`config.mk`:
```
export PLATFORM = sky130hd
export DESIGN_NAME = puf_seq
export DESIGN_NICKNAME = d
export VERILOG_FILES = /design/src/rtl/puf_pkg.sv /design/src/rtl/puf_lfsr.sv /design/src/rtl/puf_seq.sv
export SDC_FILE = /design/constraint.sdc
export NUM_CORES = 1
export LEC_CHECK = 0
export ABC_AREA = 1
export BUFFER_PORTS_ARGS = -buffer_cell sky130_fd_sc_hd__buf_2
export CAP_MARGIN = 10
export CORE_ASPECT_RATIO = 0.75
export CORE_MARGIN = 1
export CORE_UTILIZATION = 30
export DETAILED_ROUTE_END_ITERATION = 7
export PLACE_DENSITY = 0.5
export SLEW_MARGIN = 15
export SYNTH_ARGS = -nofsm -noshare
export SYNTH_HDL_FRONTEND = slang
export SYNTH_SLANG_ARGS = --single-unit
```
`constraint.sdc`:
```
create_clock -name clk50 -period 5 [get_ports clk50]
set_input_delay 0.75 -clock clk50 [delete_from_list [all_inputs] [get_ports clk50]]
set_output_delay 0.75 -clock clk50 [all_outputs]
set_load 0.01 [all_outputs]
```
`src/rtl/puf_pkg.sv`:
```
// Shared types and constants for the PUF challenge sequencer.
// Build option: define PUF_SEQ_VOTE_EN for three reads per challenge with 2-of-3 voting.
package puf_pkg;

  localparam int unsigned RSP_W         = 6;
  localparam int unsigned IDX_W         = 8;
  localparam logic [31:0] LFSR_POLY_DEF = 32'h80200003;

`ifdef PUF_SEQ_VOTE_EN
  localparam int unsigned READS = 3;
`else
  localparam int unsigned READS = 1;
`endif

  localparam int unsigned RD_W  = 2;
  localparam int unsigned CNT_W = RD_W + 1;

  typedef enum logic [2:0] {
    IDLE,
    REQ,
    WAIT,
    EVAL,
    OUT,
    DONE
  } state_t;

  typedef struct packed {
    logic [IDX_W-1:0] idx;
    logic [RSP_W-1:0] stable;
    logic [RSP_W-1:0] data;
  } rsp_t;

endpackage

```
`src/rtl/puf_lfsr.sv`:
```
// 32-bit Galois LFSR holding the current challenge; load wins over advance.
module puf_lfsr
  import puf_pkg::*;
#(
  parameter logic [31:0] POLY = LFSR_POLY_DEF
) (
  input  logic        clk50,
  input  logic        rst,
  input  logic        load,
  input  logic        adv,
  input  logic [31:0] seed,
  output logic [31:0] state
);

  // Challenge register: load a new seed or step once
  always_ff @(posedge clk50 or posedge rst) begin
    if (rst) begin
      state <= '0;
    end else if (load) begin
      state <= seed;
    end else if (adv) begin
      state <= (state >> 1) ^ (state[0] ? POLY : 32'h0);
    end
  end

endmodule

```
`src/rtl/puf_seq.sv`:
```
// PUF challenge sequencer: issues LFSR challenges, collects reads, votes,
// and hands responses out over a valid/ready port.
// Build option: PUF_SEQ_VOTE_EN selects three reads per challenge.
module puf_seq
  import puf_pkg::*;
#(
  parameter int unsigned TIMEOUT_CYC = 64,
  parameter logic [31:0] LFSR_POLY   = LFSR_POLY_DEF
) (
  input  logic             clk50,
  input  logic             arst_clk50,
  input  logic             start_i,
  input  logic [31:0]      seed_i,
  input  logic [7:0]       num_chal_i,
  input  logic [3:0]       wait_cyc_i,
  output logic             puf_req_o,
  output logic [31:0]      puf_sel_o,
  output logic [3:0]       puf_wait_cyc_o,
  input  logic             puf_busy_i,
  input  logic             puf_valid_i,
  input  logic [RSP_W-1:0] puf_q_i,
  input  logic [RSP_W-1:0] puf_qn_i,
  output logic             rsp_valid_o,
  input  logic             rsp_ready_i,
  output logic [RSP_W-1:0] rsp_data_o,
  output logic [RSP_W-1:0] rsp_stable_o,
  output logic [7:0]       rsp_idx_o,
  output logic             busy_o,
  output logic             done_o,
  output logic             err_o
);

  localparam int unsigned TO_W = $clog2(TIMEOUT_CYC + 1);

  logic [1:0]       rst_sync;
  logic             rst;
  state_t           state;
  logic [7:0]       chal_cnt;
  logic [7:0]       idx;
  logic [3:0]       wait_cyc;
  logic [RD_W-1:0]  rd_cnt;
  logic [TO_W-1:0]  timer;
  logic [RSP_W-1:0] q_cap  [READS];
  logic [RSP_W-1:0] qn_cap [READS];
  rsp_t             rsp_r;
  logic [31:0]      chal;
  logic [31:0]      seed_c;
  logic             lfsr_load_c;
  logic             lfsr_adv_c;
  logic [RSP_W-1:0] eval_data_c;
  logic [RSP_W-1:0] eval_stable_c;
  logic [CNT_W-1:0] ones;

  // Reset asserts immediately, releases two clk50 edges later
  always_ff @(posedge clk50 or posedge arst_clk50) begin
    if (arst_clk50) begin
      rst_sync <= 2'b11;
    end else begin
      rst_sync <= {rst_sync[0], 1'b0};
    end
  end

  assign rst = rst_sync[1];

  // A zero seed would lock the LFSR, so it is replaced by 1
  assign seed_c      = (seed_i == 32'h0) ? 32'h1 : seed_i;
  assign lfsr_load_c = (state == IDLE) && start_i;
  assign lfsr_adv_c  = (state == OUT) && rsp_ready_i;

  puf_lfsr #(
    .POLY (LFSR_POLY)
  ) u_lfsr (
    .clk50 (clk50),
    .rst   (rst),
    .load  (lfsr_load_c),
    .adv   (lfsr_adv_c),
    .seed  (seed_c),
    .state (chal)
  );

  // Per-bit majority of the captured reads and agreement/complement check
  always_comb begin
    eval_data_c   = '0;
    eval_stable_c = '1;
    ones          = '0;
    for (int b = 0; b < RSP_W; b++) begin
      ones = '0;
      for (int r = 0; r < READS; r++) begin
        ones = ones + CNT_W'(q_cap[r][b]);
        if (q_cap[r][b] == qn_cap[r][b]) eval_stable_c[b] = 1'b0;
        if (q_cap[r][b] != q_cap[0][b])  eval_stable_c[b] = 1'b0;
      end
      eval_data_c[b] = (ones > CNT_W'(READS / 2));
    end
  end

  assign rsp_data_o   = rsp_r.data;
  assign rsp_stable_o = rsp_r.stable;
  assign rsp_idx_o    = rsp_r.idx;

  // Sequencer FSM with registered outputs
  always_ff @(posedge clk50 or posedge rst) begin
    if (rst) begin
      state          <= IDLE;
      chal_cnt       <= '0;
      idx            <= '0;
      wait_cyc       <= '0;
      rd_cnt         <= '0;
      timer          <= '0;
      rsp_r          <= '0;
      puf_req_o      <= 1'b0;
      puf_sel_o      <= '0;
      puf_wait_cyc_o <= '0;
      rsp_valid_o    <= 1'b0;
      busy_o         <= 1'b0;
      done_o         <= 1'b0;
      err_o          <= 1'b0;
      for (int r = 0; r < READS; r++) begin
        q_cap[r]  <= '0;
        qn_cap[r] <= '0;
      end
    end else begin
      puf_req_o <= 1'b0;
      done_o    <= 1'b0;
      case (state)
        IDLE: begin
          if (start_i) begin
            chal_cnt <= num_chal_i;
            wait_cyc <= wait_cyc_i;
            err_o    <= 1'b0;
            idx      <= '0;
            rd_cnt   <= '0;
            busy_o   <= 1'b1;
            state    <= (num_chal_i == 8'd0) ? DONE : REQ;
          end
        end
        REQ: begin
          if (!puf_busy_i) begin
            puf_req_o      <= 1'b1;
            puf_sel_o      <= chal;
            puf_wait_cyc_o <= wait_cyc;
            timer          <= '0;
            state          <= WAIT;
          end
        end
        WAIT: begin
          if (puf_valid_i) begin
            for (int r = 0; r < READS; r++) begin
              if (rd_cnt == RD_W'(r)) begin
                q_cap[r]  <= puf_q_i;
                qn_cap[r] <= puf_qn_i;
              end
            end
            if (rd_cnt == RD_W'(READS - 1)) begin
              rd_cnt <= '0;
              state  <= EVAL;
            end else begin
              rd_cnt <= rd_cnt + RD_W'(1);
              state  <= REQ;
            end
          end else if (timer == TO_W'(TIMEOUT_CYC - 1)) begin
            err_o  <= 1'b1;
            rd_cnt <= '0;
            state  <= DONE;
          end else begin
            timer <= timer + TO_W'(1);
          end
        end
        EVAL: begin
          rsp_r.data   <= eval_data_c;
          rsp_r.stable <= eval_stable_c;
          rsp_r.idx    <= idx;
          rsp_valid_o  <= 1'b1;
          state        <= OUT;
        end
        OUT: begin
          if (rsp_ready_i) begin
            rsp_valid_o <= 1'b0;
            idx         <= idx + 8'd1;
            state       <= (({1'b0, idx} + 9'd1) == {1'b0, chal_cnt}) ? DONE : REQ;
          end
        end
        DONE: begin
          done_o <= 1'b1;
          busy_o <= 1'b0;
          state  <= IDLE;
        end
        default: state <= IDLE;
      endcase
    end
  end

endmodule

```
# After elaboration in Yosys (flattened, before gate mapping)
# Index checks and enable logic that the tools add are counted.
[word_totals]
wordCells = 116
input_bits = 62
ff_bits = 139
[classes]
n_mux = 42
magnitude_cmp = 6
n_eq_ne = 20
addsub = 4
bitwise = 2
n_reduce_logical = 22
[ops]
columns = ["cell", "n"]
rows = [
  ["2-to-1 mux 32 bit", 4],
  ["logical NOT 32 bit", 1],
  ["bitwise XOR 31 x 32 -> 32 bit", 1],
  ["2-to-1 mux 3 bit", 7],
  ["2-to-1 mux 7 bit", 3],
  ["2-to-1 mux 8 bit", 2],
  ["one-hot mux 8 bit (2 select lines)", 1],
  ["one-hot mux 3 bit (5 select lines)", 1],
  ["2-to-1 mux 1 bit", 14],
  ["one-hot mux 7 bit (2 select lines)", 1],
  ["!= test 2 bit, second input constant", 6],
  ["AND reduction 4 bit", 3],
  ["nonzero test 2 bit", 6],
  ["2-to-1 mux 2 bit", 5],
  ["adder 8 x 1 -> 9 bit, second input constant", 1],
  ["== test 9 x 8 -> 1 bit", 1],
  ["AND reduction 3 bit", 3],
  ["adder 8 x 1 -> 8 bit, second input constant", 1],
  ["logical NOT 8 bit", 1],
  ["AND reduction 2 bit", 4],
  ["adder 7 x 1 -> 7 bit, second input constant", 1],
  ["== test 7 x 6 -> 1 bit, second input constant", 1],
  ["== test 1 bit", 6],
  ["== test 3 x 2 -> 1 bit, second input constant", 2],
  ["11 further kinds", 20],
]

# Logic depth before layout (Yosys ltp)
# Gate-level depths: netlist (run 1).
[logic_depth]
ltp_word = 5
mapped_depth = 13
depth_no_buf = 13

# Cells and area by module
# A second synthesis (run 1) with hierarchy kept.
[unflattened]
hier_cells = 766
area_unflattened_um2 = 6329.8
[modules_own_cells]
columns = ["mod", "seq_area_each_um2", "instances", "area_per_inst_um2", "cells_each"]
rows = [
  ["puf_seq", 2680.1, 1, 4875.9, 579],
  ["puf_lfsr", 800.8, 1, 1453.9, 187],
]

# Worst setup path before layout (run 1)
# Ideal clock, no wire load.
[synth_path]
path_type = "input to register"
start = "in puf_valid_i"
end = "reg q_cap[0] (netlist name)"
setup_ns = 0.125
required_time_ns = 4.875
stages = 5
t_arrival_ns = 1.513
setup_slack_ns = 3.363
path_cell_list = "inv_1 nor2_2 nand2_1 buf_4 mux2_2"
[synth_via]
elab_chain_cells = 1
[synth_rtl]
columns = ["item", "line", "text"]
rows = [
  ["from (decl)", "puf_seq.sv:20", "input logic puf_valid_i,"],
  ["AND reduction 3 bit (no line)", "--", ""],
  ["to (signal, indexed assignment)", "puf_seq.sv:150", "q_cap[r] <= puf_q_i;"],
  ["to (decl)", "puf_seq.sv:43", "logic [RSP_W-1:0] q_cap [READS];"],
]
# Every way passes these cells.
# A chain may end at the register's enable or synchronous reset.

# Final worst setup path (run 1)
[layout_path]
start = "reg state[0]"
end = "reg puf_sel_o[19]"
[layout_via]
elab_chain_cells = 2
[layout_rtl]
columns = ["item", "line", "text"]
rows = [
  ["from (decl)", "puf_seq.sv:37", "state_t state;"],
  ["from (signal assigned)", "puf_seq.sv:134", "state <= (num_chal_i == 8'd0) ? DONE : REQ;"],
  ["from (signal assigned)", "puf_seq.sv:180", "state <= (({1'b0, idx} + 9'd1) == {1'b0, chal_cnt}) ? DONE : REQ;"],
  ["== test 3 x 1 -> 1 bit", "puf_seq.sv:125", "case (state)"],
  ["AND reduction 2 bit (no line)", "--", ""],
  ["to (signal assigned)", "puf_seq.sv:140", "puf_sel_o <= chal;"],
  ["to (decl)", "puf_seq.sv:17", "output logic [31:0] puf_sel_o,"],
]
# Every way passes these cells.

==> results of run 1 <==
path summary, 6_finish.rpt:
path | start | to | slack, ns
min reg2reg | rst_sync[0]$_DFF_PP1_ | rst_sync[1]$_DFF_PP1_ | 0.35
max reg2reg | state[0]$_DFFE_PP0P_ | puf_sel_o[19]$_DFFE_PP0P_ | 2.33
max | state[0]$_DFFE_PP0P_ | puf_sel_o[19]$_DFFE_PP0P_ | 2.33
min in group asynchronous | arst_clk50 | rst_sync[0]$_DFF_PP1_ | 0.36
max in group asynchronous | rst_sync[1]$_DFF_PP1_ | puf_sel_o[22]$_DFFE_PP0P_ | 3.39
min | rst_sync[0]$_DFF_PP1_ | rst_sync[1]$_DFF_PP1_ | 0.35
layer usage:
metal / routed length (um) / vias to the layer above / part of all wire (%) / GRT usage (%)
li1: - / 2486 / - / -
met1: 7920 / 2338 / 51 / 21.5
met2: 6430 / 124 / 42 / 21.8
met3: 951 / 11 / 6.2 / 4.28
met4: 112 / 0 / 0.73 / 4.29
met5: 0 / - / 0 / 0
logic make-up (layout without fill, tap and decap cells):
group	count (synthesis)	count (layout)	share of synthesized area [%]
other	1	1	0.0597
adder cells (fa/ha/maj)	4	4	0.797
multiplexers	12	12	2.15
AO/OA/AOI/OAI	103	103	10.9
flip-flops	139	139	55.4
AND/OR/NAND/NOR	309	309	21.3
XOR/XNOR	11	11	1.75
buffers and inverters	113	243	7.61
through the flow:
stage | hold slack [ns] | utilization (%) | power [mW]
final | 0.354 | 37.9 | 4.77
after global placement | 0.346 | 35.0 | 3.51
after global routing | 0.361 | 37.9 | 5.15
after CTS | 0.342 | 37.9 | 4.83
after floorplan | 0.345 | - | 3.01
after detailed placement | 0.348 | 35.0 | 3.52
flip-flops by register name, indices dropped and copies added (netlist names), 2 cells and up:
name,cells
timer,7
q_cap,6
rsp_stable_o,6
u_lfsr.state,32
rd_cnt,2
rsp_data_o,6
puf_sel_o,32
rsp_idx_o,8
state,3
chal_cnt,8
idx,8
qn_cap,6
wait_cyc,4
puf_wait_cyc_o,4
rst_sync,2
cells in the mapped netlist (4+ instances only):
master	number	share of area (%)
o22ai_1	4	0.40
o21ai_1	19	1.5
a211oi_2	14	2.8
nand3_1	28	2.2
inv_1	80	4.8
nand2_1	180	11
dfrtp_1	137	55
buf_2	14	1.1
nand4_1	10	1.0
clkbuf_1	7	0.42
nor2_4	4	0.72
mux2_2	12	2.2
o21ai_0	43	3.4
xnor2_1	8	1.1
nand2_2	5	0.50
nor2_1	44	2.6
a221oi_1	7	0.98
ha_1	4	0.80
nor3_1	30	2.4
a211oi_1	5	0.60
final cells by class:
type,instances,area [sq um]
clock buffer,18,429
clock inverter,14,166
fill,2113,12700
inverter,86,337
multi-input combinational,440,2330
sequential,139,3480
tap,282,353
timing repair buffer,125,633
power groups by stage:
stage / combinational [mW] / sequential (mW) / clock, mW
3_3_place_gp: 1.60 / 1.91 / 0
2_1_floorplan: 1.05 / 1.96 / 0
6_report: 1.59 / 1.89 / 1.29
3_5_place_dp: 1.61 / 1.91 / 0
5_1_grt: 1.82 / 1.96 / 1.36
4_1_cts: 1.62 / 1.89 / 1.32
critical path, stage by stage, from the launching register on:
cell and delay, ns:
dfrtp_1 0.45, inv_2 0.10, nor2_4 0.12, nand2_2 0.09, nor2_2 0.77, inv_2 0.63
nand2_1 0.20, o21ai_0 0.10
==> impl_metrics.py, run 1 <==
metrics = {
    "sta": {
        "fin_skew_ns": 0.00968,
        "finalCritPeriodShare_pct": 53.4,
        "relSlewSlack_pct": 32.4,
        "min_period_ns": 2.67,
        "worst_slew_pin_slew_ns": 1.01,
        "drv_slew": 0,
        "fin_ws_ns": 2.33,
        "hold_viol_final": 0,
        "clock.fmax_mhz": 374,
        "rsz0062_at_grt": "false",
        "setup_violations": 0,
        "fin_setup_tns_ns": 0,
    },
    "pwr": {
        "p_per_area_nw_per_um2": 617,
        "power.internal_mw": 3.01,
        "total_switching_power_mw": 1.76,
        "p_clk_share_pct": 27.0,
        "seqPwrFrac_pct": 39.6,
        "comb_power_share_pct": 33.4,
        "p_sw_share_pct": 37.0,
        "ir_drop_v": 0.000228,
        "leakagePower_nw": 3.83,
    },
    "yosys": {
        "syn-cell-area_sq_um": 6280,
        "syn_inst": 692,
        "yosysWarnings": 0,
        "syn-mean-instance-area_sq_um": 9.08,
        "synth_seq_cells": 139,
        "synth_edf_count": 0,
        "yosysSeqAreaShare_pct": 55.4,
        "ys_types": 43,
        "syn_nets": 758,
        "async_reset_ff_share_pct": 100,
        "synthFlopType": "dfrtp_1",
    },
    "route": {
        "post_drt_wl_per_cell_um": 14.0,
        "drt_wl_total_um": 15400,
        "drt_iter0_markers": 282,
        "via_count": 4959,
        "drt-vias-per-instance": 4.49,
        "drt_drc_violations_left": 0,
        "ant_nets": 0,
        "drt_first_pass_iters": 5,
    },
    "clocking": {
        "clock-root-buffer": "clkbuf_16",
        "htreeDepth": 4,
        "holdBufCountCts": 0,
        "ctsResizeCount": 0,
        "cts_tree": "yes",
        "post_cts_buffers": 0,
        "clk_latency_ns": 0.41,
        "cts_sinks": 139,
        "clk_path_buf_depth": 2,
        "numCtsBuffers": 17,
        "clkTransAtPathRegs_ns": 0.06,
    },
    "setup_path": {
        "endpoint_kind": "flop",
        "cp.required_ns": 5.25,
        "critPathKind": "reg -> reg",
        "crit_fanout": 56,
        "start_kind": "flop",
        "r2r_cells": 7,
        "worstPathArrival_ns": 2.92,
    },
    "place": {
        "place_area_sq_um": 7130,
        "place_ws_ns": 2.15,
        "place.gp.congestion": 0.783,
        "hpwl_um": 10600,
        "dpl.cell_count": 1072,
        "place.port_buffers": 122,
    },
    "die": {
        "initial_core_util_pct": 30.8,
        "fp.coreArea_sq_um": 20400,
        "die_w_um": 169,
        "pin_count": 123,
        "die_y_um": 127,
        "rows": 45,
        "dieArea_sq_um": 21500,
    },
    "worst_hold_path": {
        "hold_class": "reg -> reg",
        "holdPathStages": 0,
    },
    "global_routing": {
        "overflow": 0,
        "antenna_found_initial": 0,
        "grt_pass1_wl_um": 25000,
        "grt_max_degree": 85,
        "grt_use_total_pct": 15.0,
        "first_global_vias": 4693,
    },
    "cells_and_area": {
        "finalNonFillerCells": 1104,
        "design_area_sq_um": 7720,
        "num_antenna_cells": 0,
        "layout_common_cells": "nand2_1 (179), dfrtp_1 (137), buf_2 (122)",
        "area_growth_syn_to_layout_pct": 23.0,
        "final_common_cell": "nand2_1",
        "layout-drive-gt1-share_pct": 25.2,
        "fin_nets": 875,
    },
    "job": {
        "maxCapViolations": 0,
    },
    "outcome": {
        "outcome": "finished clean",
    },
}
(Power assumes the default switching activity.)
==> run 2: changes to the inputs <==
Clock period 5 ns to 2.6 ns, I/O delays scaled along.
==> run 2 against run 1 <==
Register-to-register slack worse by 1.7 ns. Cell count is 0.27% higher. First-iteration DRC count is 0.71% higher. Clock power is 89% higher. Die area stayed put.
==> impl_metrics.py, run 2 (synthesis results as in run 1) <==
metrics = {
    "setup_path": {
        "critPathBufInv": 1,
        "worstPathArrival_ns": 2.23,
        "crit_fanout": 64,
        "cp_top_family": "simple AND/OR/NAND/NOR gates",
        "slowest_stage": "dfrtp_1",
        "cp.required_ns": 2.90,
        "endpoint_kind": "flop",
        "start_kind": "flop",
        "slowest_delay_ns": 0.44,
        "critPathKind": "reg -> reg",
        "crit_chain": "nor2_1 -> nand2_1 -> nor2_4 -> buf_12 -> nor3_1 -> a221oi_1",
    },
    "cells_and_area": {
        "regArea_sq_um": 3480,
        "fin_util_pct": 38.1,
        "multi_input_area_sq_um": 2320,
        "area_growth_syn_to_layout_pct": 23.6,
        "reg_top3": "puf_sel_o: 32 flops, u_lfsr.state: 32 flops",
        "num_antenna_cells": 0,
        "final_common_cell": "nand2_1",
        "layout-drive-gt1-share_pct": 25.2,
        "fin_nets": 878,
        "layout_common_cells": "nand2_1 (180), dfrtp_1 (137), buf_2 (122)",
        "nFillCells": 2144,
    },
    "global_routing": {
        "grt_max_degree": 138,
        "grt_pass1_wl_um": 26000,
        "overflow": 0,
        "antenna_found_initial": 0,
        "first_global_vias": 4775,
        "grt_use_total_pct": 15.7,
    },
    "die": {
        "die_w_um": 169,
        "rows": 45,
        "initial_core_util_pct": 30.8,
        "pin_count": 123,
        "fp.coreArea_sq_um": 20400,
        "dieArea_sq_um": 21500,
        "die_y_um": 127,
    },
    "pwr": {
        "p_sw_share_pct": 37.6,
        "power.internal_mw": 5.72,
        "leakagePower_nw": 3.84,
        "ir_drop_v": 0.000407,
        "seqPwrFrac_pct": 39.8,
        "p_per_area_nw_per_um2": 1180,
        "total_switching_power_mw": 3.44,
        "comb_power_share_pct": 33.6,
        "power_mw": 9.16,
        "p_clk_share_pct": 26.6,
    },
    "sta": {
        "min_period_ns": 1.93,
        "relSlewSlack_pct": 37.1,
        "finalCritPeriodShare_pct": 74.1,
        "hold_viol_final": 0,
        "rsz0062_at_grt": "false",
        "clock.fmax_mhz": 519,
        "hold_slack_ns": 0.200,
        "fin_skew_ns": 0.0177,
        "fin_setup_tns_ns": 0,
        "setup_violations": 0,
        "drv_slew": 0,
        "worst_slew_pin_slew_ns": 0.942,
    },
    "place": {
        "place.port_buffers": 122,
        "place.gp.congestion": 0.841,
        "hpwl_um": 10700,
    },
    "worst_hold_path": {
        "hold_class": "in -> reg",
    },
    "clocking": {
        "cts_sinks": 139,
        "cts_tree": "yes",
        "numCtsBuffers": 17,
        "htreeDepth": 4,
        "clk_path_buf_depth": 2,
        "post_cts_buffers": 0,
        "holdBufCountCts": 1,
        "ctsResizeCount": 0,
        "clk_latency_ns": 0.42,
        "clock-root-buffer": "clkbuf_16",
        "clkTransAtPathRegs_ns": 0.06,
    },
    "route": {
        "drt_drc_violations_left": 0,
        "wl_met1_um": 8260,
        "ant_nets": 0,
        "drt-vias-per-instance": 4.38,
        "drt_first_pass_iters": 5,
        "post_drt_wl_per_cell_um": 14.1,
        "drt_wl_total_um": 15600,
        "wl_met3_um": 819,
        "drt_iter0_markers": 284,
        "via_count": 4845,
        "top_layer_used": "met4",
        "wl_met2_um": 6440,
    },
    "job": {
        "maxCapViolations": 0,
    },
    "outcome": {
        "outcome": "finished clean",
    },
}
==> run 2: layout make-up <==
type	instances	share of cell area, %
clock buffers	18	5.53
clock inverters	14	2.06
inverters	86	4.32
multi-input cells	440	29.9
flip-flops and latches	139	44.8
well taps	282	4.54
repair buffers	128	8.80
==> run 2: stage by stage <==
stage          area [sq um]  setup slack (ns)  instances
2_1_floorplan          6290             0.521        692
3_3_place_gp           7170             0.744       1074
3_5_place_dp           7170             0.672       1074
4_1_cts                7760             0.661       1107
5_1_grt                7760             0.459       1107
6_report               7760             0.672       1107
==> run 2: worst register-to-register path, stage by stage (launching register included) <==
cell      delay, ns
dfrtp_1        0.44
nor2_1         0.16
nand2_1        0.12
nor2_4         0.40
buf_12         0.35
nor3_1         0.13
a221oi_1       0.23
==> run 2: worst paths after layout <==
path | slack, ns | from | to | depth (start not counted)
max reg2reg | 0.67 | state[0]$_DFFE_PP0P_ | u_lfsr.state[2]$_DFFE_PP0P_ | 6
max in group asynchronous | 1.51 | rst_sync[1]$_DFF_PP1_ | idx[3]$_DFFE_PP0P_ | 2
min in group asynchronous | 0.42 | rst_sync[1]$_DFF_PP1_ | puf_sel_o[13]$_DFFE_PP0P_ | 2
min reg2reg | 0.36 | rst_sync[0]$_DFF_PP1_ | rst_sync[1]$_DFF_PP1_ | 0
min | 0.20 | wait_cyc_i[0] | wait_cyc[0]$_DFFE_PP0P_ | 3
max | 0.67 | state[0]$_DFFE_PP0P_ | u_lfsr.state[2]$_DFFE_PP0P_ | 6
==> run 2: per-layer routing <==
metal	vias to the layer above	track usage, %
li1	2492	-
met1	2248	23.2
met2	101	21.9
met3	4	4.00
met4	0	5.41
met5	-	0
==> run 2: power groups by stage <==
stage	Sequential, mW	Clock [mW]	Combinational [mW]
6_report	3.65	2.44	3.08
5_1_grt	3.79	2.61	3.52
4_1_cts	3.66	2.51	3.14
3_5_place_dp	3.68	0	3.13
3_3_place_gp	3.71	0	3.09
2_1_floorplan	3.77	0	2.02
==> run 3: changes to the inputs <==
Clock period 2.6 ns to 1.9 ns, I/O delays scaled along.
==> run 3 against run 2 <==
Cell count up 0.72%. Highest routed layer unchanged. Fmax up 11%. Sequential share of layout area decreased by 0.77 points. Worst setup slack lost 0.50 ns.
==> impl_metrics.py, run 3 (synthesis results as in run 1) <==
metrics = {
    "outcome": {
        "outcome": "finished clean",
    },
    "die": {
        "die_w_um": 169,
        "pin_count": 123,
        "rows": 45,
        "dieArea_sq_um": 21500,
        "die_y_um": 127,
        "initial_core_util_pct": 30.8,
        "fp.coreArea_sq_um": 20400,
    },
    "setup_path": {
        "crit_chain": "nor2_1 -> nand2_1 -> nor2_4 -> buf_12 -> nor3_1 -> a211oi_1",
        "start_kind": "flop",
        "cp.required_ns": 2.22,
        "slowest_delay_ns": 0.45,
        "r2r_cells": 6,
        "slowest_stage": "dfrtp_1",
        "critPathKind": "reg -> reg",
        "endpoint_kind": "flop",
        "worstPathArrival_ns": 2.05,
        "crit_fanout": 64,
    },
    "clocking": {
        "clk_latency_ns": 0.42,
        "post_cts_buffers": 0,
        "cts_sinks": 139,
        "htreeDepth": 4,
        "cts_tree": "yes",
        "numCtsBuffers": 17,
        "clk_path_buf_depth": 2,
        "clkTransAtPathRegs_ns": 0.06,
        "clock-root-buffer": "clkbuf_16",
    },
    "cells_and_area": {
        "finalNonFillerCells": 1115,
        "design_area_sq_um": 7900,
        "num_antenna_cells": 0,
        "nFillCells": 2095,
        "area_growth_syn_to_layout_pct": 25.8,
        "layout_common_cells": "nand2_1 (180), dfrtp_1 (137), buf_2 (122)",
        "final_common_cell": "nand2_1",
        "layout-drive-gt1-share_pct": 26.2,
        "reg_top3": "puf_sel_o: 32 flops, u_lfsr.state: 32 flops",
        "fin_nets": 886,
    },
    "global_routing": {
        "grt_max_degree": 65,
        "grt_use_total_pct": 15.5,
        "grt_pass1_wl_um": 25600,
        "first_global_vias": 4683,
        "overflow": 0,
        "antenna_found_initial": 0,
    },
    "route": {
        "via_count": 4992,
        "drt-vias-per-instance": 4.48,
        "drt_iter0_markers": 393,
        "post_drt_wl_per_cell_um": 13.9,
        "drt_wl_total_um": 15600,
        "drt_first_pass_iters": 4,
        "drt_drc_violations_left": 0,
        "ant_nets": 0,
    },
    "place": {
        "place_ws_ns": 0.169,
        "place.port_buffers": 122,
        "place_area_sq_um": 7280,
        "hpwl_um": 11100,
        "place.gp.congestion": 0.812,
        "dpl.cell_count": 1082,
    },
    "sta": {
        "fin_ws_ns": 0.171,
        "hold_viol_final": 0,
        "clock.fmax_mhz": 578,
        "setup_violations": 0,
        "relSlewSlack_pct": 58.6,
        "worst_slew_pin_slew_ns": 0.615,
        "drv_slew": 0,
        "finalCritPeriodShare_pct": 91.0,
        "min_period_ns": 1.73,
        "rsz0062_at_grt": "true",
        "fin_skew_ns": 0.00856,
        "fin_setup_tns_ns": 0,
    },
    "pwr": {
        "p_per_area_nw_per_um2": 1610,
        "power_mw": 12.7,
        "ir_drop_v": 0.000635,
        "leakagePower_nw": 3.91,
    },
    "worst_hold_path": {
        "hold_class": "in -> reg",
        "holdPathStages": 3,
    },
    "job": {
        "maxCapViolations": 0,
    },
}
-- run 3: cell type report --
type,instances,area (sq um),area share [%]
Sequential cell,139,3480,44.1
Multi-Input combinational cell,440,2330,29.5
Timing Repair Buffer,136,793,10.0
Clock buffer,19,443,5.61
Tap cell,282,353,4.47
Inverter,86,335,4.24
Clock inverter,13,164,2.07
-- run 3: path summary, 6_finish.rpt --
kind,start,to,slack [ns]
max,state[0]$_DFFE_PP0P_,u_lfsr.state[28]$_DFFE_PP0P_,0.17
min,wait_cyc_i[2],wait_cyc[2]$_DFFE_PP0P_,0.08
max reg2reg,state[0]$_DFFE_PP0P_,u_lfsr.state[28]$_DFFE_PP0P_,0.17
min reg2reg,rst_sync[1]$_DFF_PP1_,u_lfsr.state[13]$_DFFE_PP0P_,0.27
max in group asynchronous,rst_sync[1]$_DFF_PP1_,puf_sel_o[1]$_DFFE_PP0P_,0.97
min in group asynchronous,rst_sync[1]$_DFF_PP1_,u_lfsr.state[13]$_DFFE_PP0P_,0.27
-- run 3: repair_timing --
action | CTS | global route
hold endpoints to repair | 2 | 0
hold buffers | 1 | 0
setup endpoints to repair | 0 | 6
resized for setup | 0 | 2
-- run 3: critical path: cells and delay by family (launching register included) --
family	cells	cell delay [ns]
simple gates	4	0.62
compound gates	1	0.23
flops	1	0.45
buf+inv	1	0.30
-- run 3: routing by layer --
layer	track usage, %	routed length [um]
met1	23.6	8060
met2	21.0	6360
met3	4.18	968
met4	4.66	156
met5	0	0
-- run 3: power breakdown --
part / switching, mW / total (mW) / internal (mW) / leakage (nW)
logic: 2.58 / 4.31 / 1.73 / 1.91
registers: 0.770 / 4.97 / 4.20 / 1.70
clock network: 1.32 / 3.43 / 2.11 / 0.295
-- run 3: through the flow --
step / hold slack (ns) / utilization, %
floorplan: 0.197 / -
global route: 0.0791 / 38.8
detailed placement: 0.285 / 35.7
finish: 0.0754 / 38.8
global placement: 0.281 / 35.7
CTS: 0.0577 / 38.7
